### src/rtl/scytale_encryption.sv
// Scytale transposition encryptor: buffers plaintext until the start token, then
// streams the ciphertext row by row (stride key_M) with busy/valid_o framing.
module scytale_encryption #(
  parameter int                   D_WIDTH                = 8,
  parameter int                   KEY_WIDTH              = 8,
  parameter int                   MAX_NOF_CHARS          = 50,
  parameter logic [D_WIDTH-1:0]   START_ENCRYPTION_TOKEN = 'hFA
) (
  input  logic                 clk,
  input  logic                 rst_n,
  input  logic [D_WIDTH-1:0]   data_i,
  input  logic                 valid_i,
  input  logic [KEY_WIDTH-1:0] key_N,
  input  logic [KEY_WIDTH-1:0] key_M,
  output logic                 busy,
  output logic [D_WIDTH-1:0]   data_o,
  output logic                 valid_o
);

  localparam int                   AW    = $clog2(MAX_NOF_CHARS);
  localparam logic [KEY_WIDTH-1:0] MAX_L = KEY_WIDTH'(MAX_NOF_CHARS);

  typedef enum logic [1:0] {S_IDLE, S_START, S_EMIT} state_e;

  state_e               state_q, state_d;
  logic [KEY_WIDTH-1:0] len_q, len_d;
  logic [KEY_WIDTH-1:0] m_q, m_d;
  logic [KEY_WIDTH-1:0] r_q, r_d;
  logic [KEY_WIDTH-1:0] k_q, k_d;
  logic                 done_q, done_d;
  logic                 busy_q, busy_d;
  logic                 valid_q, valid_d;
  logic [D_WIDTH-1:0]   data_q, data_d;
  logic [D_WIDTH-1:0]   buf_q [MAX_NOF_CHARS];
  logic [D_WIDTH-1:0]   buf_d [MAX_NOF_CHARS];

  // One extra bit on the index arithmetic so k+m and r+1 never wrap.
  logic [KEY_WIDTH:0] k_step, r_inc, len_w, m_w;
  logic               term;

  // The column count does not affect the output ordering.
  logic unused_key_n;
  assign unused_key_n = ^key_N;

  assign len_w  = {1'b0, len_q};
  assign m_w    = {1'b0, m_q};
  assign k_step = {1'b0, k_q} + m_w;
  assign r_inc  = {1'b0, r_q} + (KEY_WIDTH+1)'(1);

  always_comb begin
    // NOTE: every signal gets a default first so no path through the case infers a latch.
    state_d = state_q;
    len_d   = len_q;
    m_d     = m_q;
    r_d     = r_q;
    k_d     = k_q;
    done_d  = done_q;
    busy_d  = busy_q;
    valid_d = 1'b0;
    data_d  = '0;
    buf_d   = buf_q;
    term    = 1'b0;

    case (state_q)
      S_IDLE: begin
        if (valid_i) begin
          if (data_i == START_ENCRYPTION_TOKEN) begin
            m_d     = key_M;
            r_d     = '0;
            k_d     = '0;
            done_d  = 1'b0;
            busy_d  = 1'b1;
            state_d = S_START;
          end else if (len_q < MAX_L) begin
            buf_d[len_q[AW-1:0]] = data_i;
            len_d                = len_q + KEY_WIDTH'(1);
          end
        end
      end
      S_START: begin
        if (len_q == '0 || m_q == '0) term = 1'b1;
        else                          state_d = S_EMIT;
      end
      S_EMIT: begin
        if (done_q) begin
          term = 1'b1;
        end else begin
          valid_d = 1'b1;
          data_d  = buf_q[k_q[AW-1:0]];
          if (k_step < len_w) begin
            k_d = k_step[KEY_WIDTH-1:0];
          end else if (r_inc >= m_w || r_inc >= len_w) begin
            done_d = 1'b1;
          end else begin
            r_d = r_inc[KEY_WIDTH-1:0];
            k_d = r_inc[KEY_WIDTH-1:0];
          end
        end
      end
      default: term = 1'b1;
    endcase

    if (term) begin
      state_d = S_IDLE;
      busy_d  = 1'b0;
      valid_d = 1'b0;
      data_d  = '0;
      len_d   = '0;
      r_d     = '0;
      k_d     = '0;
      done_d  = 1'b0;
      for (int i = 0; i < MAX_NOF_CHARS; i++) buf_d[i] = '0;
    end
  end

  // NOTE: state is updated only with non-blocking assignments so every flop samples pre-edge values.
  always_ff @(posedge clk) begin
    if (!rst_n) begin
      state_q <= S_IDLE;
      len_q   <= '0;
      m_q     <= '0;
      r_q     <= '0;
      k_q     <= '0;
      done_q  <= 1'b0;
      busy_q  <= 1'b0;
      valid_q <= 1'b0;
      data_q  <= '0;
      // NOTE: the buffer is flop-based and cleared on reset so stale plaintext never leaks out.
      for (int i = 0; i < MAX_NOF_CHARS; i++) buf_q[i] <= '0;
    end else begin
      state_q <= state_d;
      len_q   <= len_d;
      m_q     <= m_d;
      r_q     <= r_d;
      k_q     <= k_d;
      done_q  <= done_d;
      busy_q  <= busy_d;
      valid_q <= valid_d;
      data_q  <= data_d;
      buf_q   <= buf_d;
    end
  end

  assign busy    = busy_q;
  assign valid_o = valid_q;
  assign data_o  = data_q;

endmodule

### config.mk
export PLATFORM = sky130hd
export DESIGN_NAME = scytale_encryption
export DESIGN_NICKNAME = d
export VERILOG_FILES = /design/src/rtl/scytale_encryption.sv
export SDC_FILE = /design/constraint.sdc
export NUM_CORES = 1
export LEC_CHECK = 0
export CAP_MARGIN = 20
export CORE_MARGIN = 8
export CORE_UTILIZATION = 60
export CTS_BUF_LIST = sky130_fd_sc_hd__clkbuf_8 sky130_fd_sc_hd__clkbuf_16
export CTS_CLUSTER_SIZE = 14
export DETAILED_ROUTE_END_ITERATION = 10
export MAX_ROUTING_LAYER = met4
export PLACE_DENSITY = 0.82
export SLEW_MARGIN = 20
export SYNTH_ARGS = -nofsm -noshare
export SYNTH_HDL_FRONTEND = slang
export SYNTH_SLANG_ARGS = --single-unit
### constraint.sdc
create_clock -name clk -period 4.75 [get_ports clk]
set_input_delay 0.7125 -clock clk [delete_from_list [all_inputs] [get_ports clk]]
set_output_delay 0.7125 -clock clk [all_outputs]
set_load 0.1 [all_outputs]
# Word level (Yosys, flattened, before mapping)
# Cells that the tools add are included.
# op_classes
magnitude_cmp	7
n_eq_ne	10
n_bitwise	5
reduce_logical	17
n_addsub	3
n_mux	29
# op_table
operator	count
400-bit bitwise mux	1
8-bit 2-to-1 mux	10
8-bit binary-select mux with 6-bit select	1
8-bit demux with 6-bit select	1
8-bit case mux with 2 select lines	2
9-bit by 8-bit greater-or-equal comparator with 1-bit output	2
8-bit zero test	2
7-bit greater-or-equal comparator, second input constant	2
6-bit inverter with 7-bit output	2
2-bit != test, second input constant	6
8-bit by 1-bit adder with 9-bit output, second input constant	1
8-bit by 8-bit adder with 9-bit output	1
9-bit by 8-bit < comparator with 1-bit output	1
8-bit by 1-bit adder with 8-bit output, second input constant	1
8-bit equality test, second input constant	1
8-bit by 6-bit < comparator with 1-bit output, second input constant	1
1-bit 2-to-1 mux	8
4-bit AND reduction	2
7-bit by 1-bit < comparator with 1-bit output, second input constant	1
2-bit 2-to-1 mux	3
3-bit AND reduction	2
6-bit AND reduction	1
5-bit AND reduction	1
2-bit case mux with 2 select lines	1
other kinds (13)	17
# totals
reg_bits	445
in_bits	27
wordCells	130
out_inout_bits	10

# Longest topological paths before layout
# logic_depth
depth_word	7
mapped_depth	16
ltp_nobuf	15

# Worst setup path after synthesis
# No wires, ideal clock.
# synth_path
kind	reg-to-reg
from	register m_q[0]
to	register k_q[3]
synth_period_minus_slack_ns	3.501
arrival_ns	3.414
path_slack_ns	1.249
path_stages_with_launch	16
n_path_buf	1
required_time_ns	4.663
setup_ns	0.087
path_cell_list	dfxtp_1 ha_1 fa_1 a211oi_1 nor2_1 o21a_1 nor2_1 xnor2_1 ha_1 o21ai_0 nor2_1 a21oi_1 nand3_2 a31o_2 clkbuf_1 o31ai_1
# synth_via
elab_chain_len	5
word_cells_on_any_way	14
cone_classes	add/sub: 1; order compare: 2; eq/ne: 1; mux: 5; reduce/logical: 5
# synth_rtl
item	line	rtl
from (decl)	27	logic [KEY_WIDTH-1:0] m_q, m_d;
from (signal assigned)	133	m_q <= m_d;
8-bit by 8-bit adder with 9-bit output / 8-bit zero test (equally long branches)	47, 81	
9-bit by 8-bit < comparator with 1-bit output / 1-bit logical OR (equally long branches)	90, 81	
8-bit 2-to-1 mux / 1-bit 2-to-1 mux (equally long branches)	90, 81	
8-bit 2-to-1 mux / 1-bit case mux with 3 select lines (equally long branches)	85, 64	
8-bit case mux with 2 select lines / 2-bit OR reduction (equally long branches)	-	
to (signal assigned)	135	k_q <= k_d;
to (decl)	29	logic [KEY_WIDTH-1:0] k_q, k_d;
# Several ways; a longest one is shown, not always the timed one. The select of a mux whose other input is x is not followed.
# A chain may end at the register's enable or synchronous reset.

# Final worst setup path
# layout_path
from	register k_q[1]
to	register r_q[6]
# layout_via
elab_chain_len	4
# layout_rtl
item	line	rtl
8-bit by 8-bit adder with 9-bit output	47	assign k_step = {1'b0, k_q} + m_w;
9-bit by 8-bit < comparator with 1-bit output	90	if (k_step < len_w) begin
2-bit != test (no source line)	-	
6-bit AND reduction (no source line)	-	
to (signal assigned)	134	r_q <= r_d;
to (decl)	28	logic [KEY_WIDTH-1:0] r_q, r_d;
# Every way passes these cells.

==> impl_results.md <==
* Post-CTS setup buffer count at 0
* WP data required at 5180 ps
* Final cycle utilization of the critical path at 85.40%
* Wire per inst at 20.88 um
* Final HPWL DP at 34.39 mm
* Seq/Total Area, Yosys at 43.19%
* PortBufs at 28
* Clk buf depth at 3
* Initial Utilization at 60.31%
* Post-Syn Area at 0.02063 mm2
* WS Path Type: flip-flop to flip-flop
* Nets at 2285
* Io pins at 37
* Slowest CP cell: dfxtp_4
* Most common cell after layout, fill and taps aside: dfxtp_1
* CTS root buf: clkbuf_16
* Drt initial violations at 1797
* Status: complete, but fails checks
* Netlist cell types at 65
* Combinational fraction of design power at 4.3%
* Most frequent cells in the layout: dfxtp_1 (442), nand2_1 (362), a21oi_1 (314)
* Final Setup Violations at 0
* Post-Synth XOR/XNOR Area at 0.5520%
* Core Region at 0.03420 mm2
* First-pass DRT Iterations at 9
* CP peak stage delay at 760 ps
* Vias/cell at 6.471
* Hold Slack at 452.4 ps
* Clock sinks at 445
* Clock latency on the worst-skew pair at 550 ps
* CTS H-tree depth at 2
* Die X at 201.4 um
* Pleak at 0.007445 uW
* Clock power frac at 47.4%
* Hold path cells at 2
* Avg Synthesized Cell Area at 8.952 um2
* Share of layout cells above drive strength 1 at 11.73%
* Unrepaired setup endpoints after global routing: no
* Worst EP arrival at 4490 ps
* Worst-margin pin slew at 1069 ps
* Vias in the first global route at 17260
* First-pass GRT wire length at 91.07 mm
* Largest net degree at the start of global routing at 118
* Area delta synth->final at 9.742%
* Net load switching power at 1757 uW
* Chip Height at 201.4 um
* Hold Fails Final Rpt at 0
* Die area at 0.04057 mm2
* Finished Core Util at 66.18%
* Vias at 17570
* Peak supply drop at 264.6 uV
* Register share of total power at 48.2%
* Mux contribution to synthesized area at 18.10%
* Final ANT Viol Nets at 0
* Maxcap violations at 0
* Hold_buf cts at 0
* Yosys warning total at 0
* Compound-Gate Fraction of Synth Area at 14.86%
* Count of standard-cell rows at 68
* FFs w/ async S/R, synth at 0%
* Synthesized Nets at 2366
* Grt total ovfl at 0
* Adder-Cell Fraction of Synth Area at 2.160%
* Crit path capture type: flip-flop
* Number of flops mapped to enable cells by yosys at 0
* Total track usage at 27.91%
* Reg2reg path depth at 14
* Max Slew Vio Count at 0
* Register bit total from synthesis at 445
* Clock Skews at 11.30 ps
* Cell Pwr Density at 344.0 mW/mm2
* Relative slew slack at 28.21%
* Max Clk Rate at 0.2465 GHz
* Main combinational cell family by area after synthesis: multiplexers
* GPL Wtd Cong at 0.9281
* Violated checks: design-rule violations
* Fin crit period at 4056 ps
* Antenna violations before repair at 1
* Internal Pwr Total at 6030 uW
* DRT Wirelength at 56.69 mm
* Post-CTS Resized at 0
* Total CTS buffers at 45
* Final TNS setup at 0 ps
* CTS tree: done
* CP cell instances: ha_1 > a211oi_1 > o21bai_1 > a211o_1 > a21o_1 > xor2_1 > ha_1 > o21ai_0 > nor2_1 > nand4_1 > and4_1 > a211oi_4 > nor2_2 > a211o_1
* CP max FO at 37
* Sw frac at 22.56%
* Residual DRC count at 1
* Cells after Synth at 2304
* Leading register cell type out of synthesis: dfxtp_1
* Startpoint Class: flip-flop
* Synth Area in Simple Gates at 16.71%
* Min-Delay Path Class: flip-flop to flip-flop
* Clock slew at reported path FFs at 60 ps
==> registers in the layout, indices dropped and copies added (netlist names) <==
register  cells
len_q         8
valid_o       1
state_q       2
busy          1
done_q        1
k_q           8
buf_q       400
r_q           8
data_o        8
m_q           8
==> stage by stage <==
stage	cells	cell area [um2]	power [uW]	setup WS (ps)
finish	2715	22640	7787	693.6
global route	2715	22640	7973	418.4
CTS	2714	22630	7790	710.8
detailed placement	2631	21070	4165	724.4
global placement	2631	21070	4158	797.2
floorplan	2304	20630	4049	1249
==> layout make-up <==
type,count,area (um2)
sequential,445,8917
timing repair buffer,73,628.1
tap,455,569.3
clock buffer,61,1358
antenna,1,2.502
fill,2621,11570
clock inverter,22,207.7
multi-input combinational,1638,10880
inverter,20,75.07
==> synth_stat cells, drive strengths merged (8+ instances only) <==
cell type	instances	share of area [%]
clkbuf	145	2.7
buf	56	1.4
mux2i	157	7.6
xnor2	11	0.47
nand4	9	0.36
nand3	170	4.1
nand2b	10	0.34
nor3	26	0.63
a21boi	8	0.29
inv	19	0.35
dfxtp	445	43
nand2	362	6.6
mux4	96	10
o21ai	164	4.0
nor2	173	3.3
nor4	9	0.58
a21oi	314	7.6
ha	34	2.1
a211oi	18	0.72
==> per-layer routing <==
| metal | track usage (%) | wire length (um) | vias up |
|---|---|---|---|
| met5 | - | 0 | - |
| met4 | 13.88 | 2795 | 0 |
| met3 | 3.844 | 5081 | 181 |
| met2 | 44.20 | 26560 | 846 |
| met1 | 34.87 | 22250 | 8532 |
| li1 | - | - | 8010 |
==> worst max-delay path: cells and delay by family (launching register included) <==
| kind | cells | cell delay [ps] |
|---|---|---|
| compound gates | 7 | 1600 |
| fa+ha+maj | 2 | 640 |
| xor+xnor | 1 | 160 |
| simple gates | 4 | 770 |
| flops | 1 | 760 |
==> worst paths after layout <==
path | from | to | slack, ps
min reg2reg | buf_q[114] | buf_q[114] | 450
min | buf_q[114] | buf_q[114] | 450
max | k_q[1] | r_q[6] | 690
max reg2reg | k_q[1] | r_q[6] | 690
==> power by group through the flow <==
stage          clock network [uW]  registers, uW  logic, uW
2_1_floorplan                   0           3830        216
3_3_place_gp                    0           3840        320
3_5_place_dp                    0           3840        326
4_1_cts                      3710           3760        328
5_1_grt                      3860           3760        355
6_report                     3690           3760        339
==> kinds of logic after synthesis <==
logic type,count (synthesis)
AO/OA/AOI/OAI,559
XOR/XNOR,13
adder cells (fa/ha/maj),35
buffers and inverters,221
flip-flops,445
multiplexers,253
AND/OR/NAND/NOR,778
(Power assumes the default switching activity.)
